$ cat src/rtl/piso_serializer.sv
// Parallel-in, serial-out word serializer.
// Accepts words over valid/ready, buffers one word in a hold register and
// shifts each word out MSB first, one registered bit per clock. An optional
// idle gap of GAP cycles follows every word. `aligned` pulses the cycle after
// the LSB is on sout, when a downstream SIPO holds the complete word.
module piso_serializer #(
  parameter int WIDTH = 4,
  parameter int GAP   = 0
) (
  input  logic             clk,
  input  logic             rst,
  input  logic [WIDTH-1:0] din,
  input  logic             din_valid,
  output logic             din_ready,
  output logic             sout,
  output logic             sout_valid,
  output logic             sout_last,
  output logic             aligned,
  output logic             busy
);

  localparam int BW = $clog2(WIDTH);
  localparam int GW = (GAP > 1) ? $clog2(GAP) : 1;
  localparam logic [BW-1:0] LAST    = BW'(WIDTH - 1);
  localparam logic [GW-1:0] GAP_END = GW'((GAP > 0) ? GAP - 1 : 0);

  typedef enum logic [1:0] {
    S_IDLE,
    S_SHIFT,
    S_GAP
  } state_t;

  state_t           state;
  logic [WIDTH-1:0] shifter;
  logic [WIDTH-1:0] hold;
  logic             hold_full;
  logic [BW-1:0]    bitcnt;
  logic [GW-1:0]    gapcnt;

  logic             handshake;
  logic             last_bit;
  logic             boundary;
  logic             load_hold;
  logic             load_din;
  logic [WIDTH-1:0] next_word;

  assign din_ready = !hold_full;
  assign busy      = (state != S_IDLE) || hold_full;

  // Word-boundary decode: a new word may enter the shifter from IDLE, on the
  // last bit when there is no gap, or at the end of the gap count. The hold
  // register always wins over a fresh din so words stay in order.
  always_comb begin
    handshake = din_valid && !hold_full;
    last_bit  = (state == S_SHIFT) && (bitcnt == LAST);
    boundary  = (state == S_IDLE)
             || (last_bit && (GAP == 0))
             || ((state == S_GAP) && (gapcnt == GAP_END));
    load_hold = boundary && hold_full;
    load_din  = boundary && !hold_full && handshake;
    next_word = hold_full ? hold : din;
  end

  // Control FSM, shift datapath, hold register and registered outputs.
  always_ff @(posedge clk) begin
    if (rst) begin
      state      <= S_IDLE;
      shifter    <= '0;
      hold       <= '0;
      hold_full  <= 1'b0;
      bitcnt     <= '0;
      gapcnt     <= '0;
      sout       <= 1'b0;
      sout_valid <= 1'b0;
      sout_last  <= 1'b0;
      aligned    <= 1'b0;
    end else begin
      aligned    <= sout_last;
      sout       <= 1'b0;
      sout_valid <= 1'b0;
      sout_last  <= 1'b0;

      if (state == S_SHIFT) begin
        sout       <= shifter[WIDTH-1];
        sout_valid <= 1'b1;
        sout_last  <= (bitcnt == LAST);
        shifter    <= {shifter[WIDTH-2:0], 1'b0};
        bitcnt     <= bitcnt + 1'b1;
      end

      // A load on the last-bit edge overrides the shift above, so the next
      // word's MSB follows the LSB with no bubble.
      if (load_hold || load_din) begin
        shifter <= next_word;
        bitcnt  <= '0;
        state   <= S_SHIFT;
      end else if (last_bit) begin
        gapcnt <= '0;
        state  <= (GAP > 0) ? S_GAP : S_IDLE;
      end else if (state == S_GAP) begin
        if (gapcnt == GAP_END) begin
          state <= S_IDLE;
        end else begin
          gapcnt <= gapcnt + 1'b1;
        end
      end

      if (handshake && !load_din) begin
        hold      <= din;
        hold_full <= 1'b1;
      end else if (load_hold) begin
        hold_full <= 1'b0;
      end
    end
  end

endmodule

$ cat config.mk
export PLATFORM = sky130hd
export DESIGN_NAME = piso_serializer
export DESIGN_NICKNAME = d
export VERILOG_FILES = /design/src/rtl/piso_serializer.sv
export SDC_FILE = /design/constraint.sdc
export NUM_CORES = 1
export LEC_CHECK = 0
export ABC_AREA = 1
export ABC_CLOCK_PERIOD_IN_PS = 1200
export CORE_MARGIN = 2
export CORE_UTILIZATION = 25
export DETAILED_ROUTE_END_ITERATION = 12
export GPL_ROUTABILITY_DRIVEN = 0
export PLACE_DENSITY = 0.52
export SLEW_MARGIN = 5
export SYNTH_ARGS = -nofsm -noshare
export SYNTH_HDL_FRONTEND = slang
export SYNTH_SLANG_ARGS = --single-unit
export TNS_END_PERCENT = 100
$ cat constraint.sdc
create_clock -name clk -period 1.2 [get_ports clk]
set_input_delay 0.12 -clock clk [delete_from_list [all_inputs] [get_ports clk]]
set_output_delay 0.12 -clock clk [all_outputs]
set_load 0.02 [all_outputs]
* Word-level counts from Yosys, hierarchy flattened *
Index checks and enable logic that the tools add are counted.

word-level totals
  bits in registers = 17
  output and inout port bits = 6

operators by class
  add/sub/neg operators = 1
  equality and inequality tests = 2
  mux-type cells = 9
  bitwise gates (word level) = 2
  reductions and logical operators = 19

operators with widths
  kind                   count
  $mux W4                3
  $logic_and A1 B1 Y1    6
  $mux W1                6
  $reduce_and A2 Y1      2
  $reduce_bool A2 Y1     2
  $reduce_or A2 Y1       2
  $logic_or A1 B1 Y1     3
  $ne A3 B1 Y1 const B   1
  $reduce_bool A3 Y1     1
  $add A2 B1 Y2 const B  1
  $eq A2 B2 Y1 const B   1
  $logic_not A1 Y1       2
  $logic_not A2 Y1       1
  $not A1 Y1             2

* Logic depth before layout (Yosys ltp) *
  depth in word-level cells = 8
  mapped depth = 8
  mapped depth without buffers = 8

* Worst setup path before layout *
No wires, ideal clock.

  kind = register to register
  start = register bitcnt[0]
  end = register shifter[2]
  library setup time = 0.109 ns
  arrival = 1.034 ns
  path slack = 0.057 ns
  stages on the path, launching flop included = 9
  buffers on the path = 0
  cell sequence = dfxtp_1 ha_1 inv_1 nand2_1 nand2_1 nand2_1 nand3_1 nand2_1 inv_1

on the way
  longest elaborated chain between the ends = 7

ends and longest elaborated chain
  element                                               line  text
  from (decl)                                           37    logic [BW-1:0] bitcnt;
  from (signal assigned)                                88    bitcnt <= bitcnt + 1'b1;
  $eq A2 B2 Y1 (*)                                      55    last_bit = (state == S_SHIFT) && (bitcnt == LAST);
  $logic_and A1 B1 Y1 (*)                               55
  $logic_or A1 B1 Y1 (*)                                57    || (last_bit && (GAP == 0))
  $logic_and A1 B1 Y1 (2 in a row)                      60    load_din = boundary && !hold_full && handshake;
  $logic_or A1 B1 Y1 (*)                                93    if (load_hold || load_din) begin
  $mux W4 / $reduce_bool A2 Y1 (equally long branches)  --
  to (signal assigned)                                  87    shifter <= {shifter[WIDTH-2:0], 1'b0};
  to (signal assigned)                                  94    shifter <= next_word;
  to (decl)                                             34    logic [WIDTH-1:0] shifter;

Every way passes the cells marked *; elsewhere a longest branch is shown, timed or not.
A chain may end at the register's enable or synchronous reset.

* Final worst setup path *
  start = register hold_full
  end = output port din_ready

on the way
  longest elaborated chain between the ends = 1

ends and longest elaborated chain
  element                 line  text
  from (decl)             36    logic hold_full;
  from (signal assigned)  70    hold_full <= 1'b0;
  from (signal assigned)  110   hold_full <= 1'b1;
  from (signal assigned)  112   hold_full <= 1'b0;
  $logic_not A1 Y1        47    assign din_ready = !hold_full;
  to (decl)               14    output logic din_ready,

Every way passes these cells.

==> key figures <==
CTS
  – Clk Latency, worst-skew pair: 280 ps
  – Clk sink count: 16
  – H-tree levels: 1
  – Cts bufs inserted: 3
  – CTS tree: done
  – Post-CTS Setup Inserts: 0
  – Clock transition at path regs: 90 ps
  – Root Driver: clkbuf_4
  – Clock buffer depth: 2

Timing
  – Period Utilization, post-route: 94.9%
  – Final hold slack: 420 ps
  – Final Skew: 3.58 ps
  – Final setup TNS: 0 ps
  – Rel. slew slack: 86.2%
  – Slew Limit Fails: 0
  – RSZ-0062 raised after global routing: false
  – Fmax: 879 MHz
  – Worst-Margin Slew: 208 ps
  – Setup violations, final: 0
  – Shortest period the worst path allows: 1140 ps
  – Final Hold Viols: 0

Power and ir drop
  – Pwr dens: 1090 mW/mm^2
  – Leakage Power: 0.491 nW
  – Maximum vdd drop: 439 uV

Global routing
  – Initial antenna violation count: 0
  – Vias in the first global route: 698
  – Overall routing resource usage: 10.6%
  – Pin count of the biggest net entering global routing: 9
  – Grt total ovfl: 0
  – First-pass GRT wire length: 2770 um

Logic synthesis
  – Prevailing post-synth register cell: dfxtp_1
  – Synthesized Nets: 110
  – Number of synthesized flops with an enable pin: 0
  – Register bit count reported by yosys: 16
  – Netlist cell types: 20
  – Most frequent cell after synthesis: nand2_1
  – YS warnings: 0
  – Post-Syn Area: 726 sq um
  – Commonest cells in the synthesized netlist: nand2_1 (32), dfxtp_1 (16), inv_1 (14), nor2_1 (13)
  – Yosys top cell area share: 44.1%
  – Synth top area cells: dfxtp_1 (44%), nand2_1 (17%), inv_1 (7.2%)
  – Cell taking the most area after synthesis: dfxtp_1
  – Sequential area share after synthesis: 44.1%
  – Gate Count Post-Synth: 102
  – FFs w/ async S/R, synth: 0%
  – Mean area per synthesized cell: 7.11 sq um

Worst setup path
  – CP max FO: 3
  – FF-to-FF setup slack: 90 ps
  – Critical path origin: hold_full
  – FF-to-FF path depth: 5
  – CP Launch Type: register
  – WP data required: 1080 ps
  – Reg-to-reg endpoint: hold[2]
  – Worst Setup EP: din_ready
  – Critical path class: reg -> out
  – Crit path DAT: 1020 ps
  – Reg2reg start: hold_full
  – Crit path capture type: primary output

Floorplanning
  – I/O Pins: 13
  – Num rows: 19
  – Die height: 57.9 um
  – Total die area: 0.00335 sq mm
  – Initial Util: 26.3%
  – Die W: 57.9 um
  – Core area: 0.00276 sq mm

Worst hold path
  – Hold crit path type: reg -> reg

Layout
  – Share of cells above drive strength 1: 23.8%
  – # nets final: 136
  – Area Overhead vs Synth: 37.8%
  – Antenna Cells: 0
  – Filler Cells Inserted: 312

Job
  – Max_cap viols: 0

Place
  – Port bufs: 12
  – HPWL after DPL: 1200 um

Drt
  – Metal2 WL: 764 um
  – TritonRoute pass-1 iters: 4
  – Avg Vias per Cell: 4.32
  – Number of DRC markers in iteration 0: 10
  – Antenna-violating nets left: 0
  – Post-DR wirelength/cell: 9.57 um
  – WL met1: 644 um
  – Met3 wire len: 94 um
  – Total number of vias: 678
  – DRT Wirelength: 1500 um
  – # DRC: 0
  – Uppermost routed layer: met3

Run status
  – Outcome: finished, final reports clean
-- worst min-delay path by stage --
stage                          from      end  slack [ps]  cells after the start
after CTS                 sout_last  aligned         430                      2
after global routing      sout_last  aligned         460                      2
after floorplan              din[0]  hold[0]         280                      2
final                     sout_last  aligned         420                      2
after global placement    sout_last  aligned         410                      2
after detailed placement  sout_last  aligned         410                      2
-- layout make-up --
type | count | area, sq um | area share, %
Multi-Input combinational cell | 67 | 337 | 33.7
Sequential cell | 16 | 328 | 32.8
Timing Repair Buffer | 23 | 201 | 20.2
Inverter | 17 | 72.6 | 7.26
Tap cell | 31 | 38.8 | 3.88
Clock buffer | 3 | 22.5 | 2.25
-- metal layers --
layer  track usage (%)  up-vias
met4              1.99        0
met2              19.2       18
met3              4.02        0
met1              12.0      298
met5                 0        -
li1                  -      362
-- state kept, by name, indices dropped and copies added (netlist names) --
name        flops
state           1
sout_valid      1
sout            1
shifter         4
hold            4
sout_last       1
aligned         1
hold_full       1
bitcnt          2
-- metrics by stage --
stage	cell area (sq um)	utilization [%]	worst slack [ps]	power, W	instances
2_1_floorplan	726	-	57.3	0.000729	102
3_3_place_gp	951	34.5	-46.0	0.000820	154
3_5_place_dp	951	34.5	-66.2	0.000822	154
4_1_cts	977	35.4	26.2	0.00110	157
5_1_grt	1000	36.3	5.21	0.00117	157
6_report	1000	36.3	61.7	0.00109	157
-- what timing repair did --
action | in CTS | in global routing
hold endpoints to repair | 0 | 0
setup endpoints to repair | 9 | 5
hold buffers | 0 | 0
gates resized for setup | 12 | 8
pin swaps | 0 | 1
-- critical path, stage by stage (launching register included) --
cell and delay, ps:
dfxtp_4 370, inv_8 50, dlygate4sd2_1 320
-- cells in the final DEF, fill, tap and decap left out --
master / count
a211oi_1: 1
a21oi_1: 2
buf_4: 10
buf_6: 1
clkbuf_4: 3
clkdlybuf4s15_2: 1
clkdlybuf4s50_1: 6
clkinv_2: 1
dfxtp_1: 12
dfxtp_2: 3
dfxtp_4: 1
dlygate4sd2_1: 5
ha_4: 1
inv_1: 14
inv_2: 1
inv_8: 1
nand2_1: 29
nand2_2: 3
nand2_4: 1
nand3_1: 4
nand4_1: 3
nor2_1: 13
nor2_2: 1
nor2_4: 2
nor3_1: 2
o21ai_0: 3
o21ai_1: 1
xnor2_1: 1
-- kinds of logic after synthesis --
logic type / Yosys count / share of synthesized area, %
and+or+nand+nor: 58 / 35.5
AOI/OAI and AO/OA: 7 / 5.17
adders and majority gates: 1 / 1.72
xor gates and xnor gates: 1 / 1.21
DFF: 16 / 44.1
buffers and inverters: 19 / 12.2
-- where the power goes --
part	switching [W]	internal (W)	total [W]
clock network	0.000156	0.000116	0.000273
registers	0.0000187	0.000564	0.000583
logic	0.000123	0.000108	0.000231
Power figures use the tool's default switching activity.
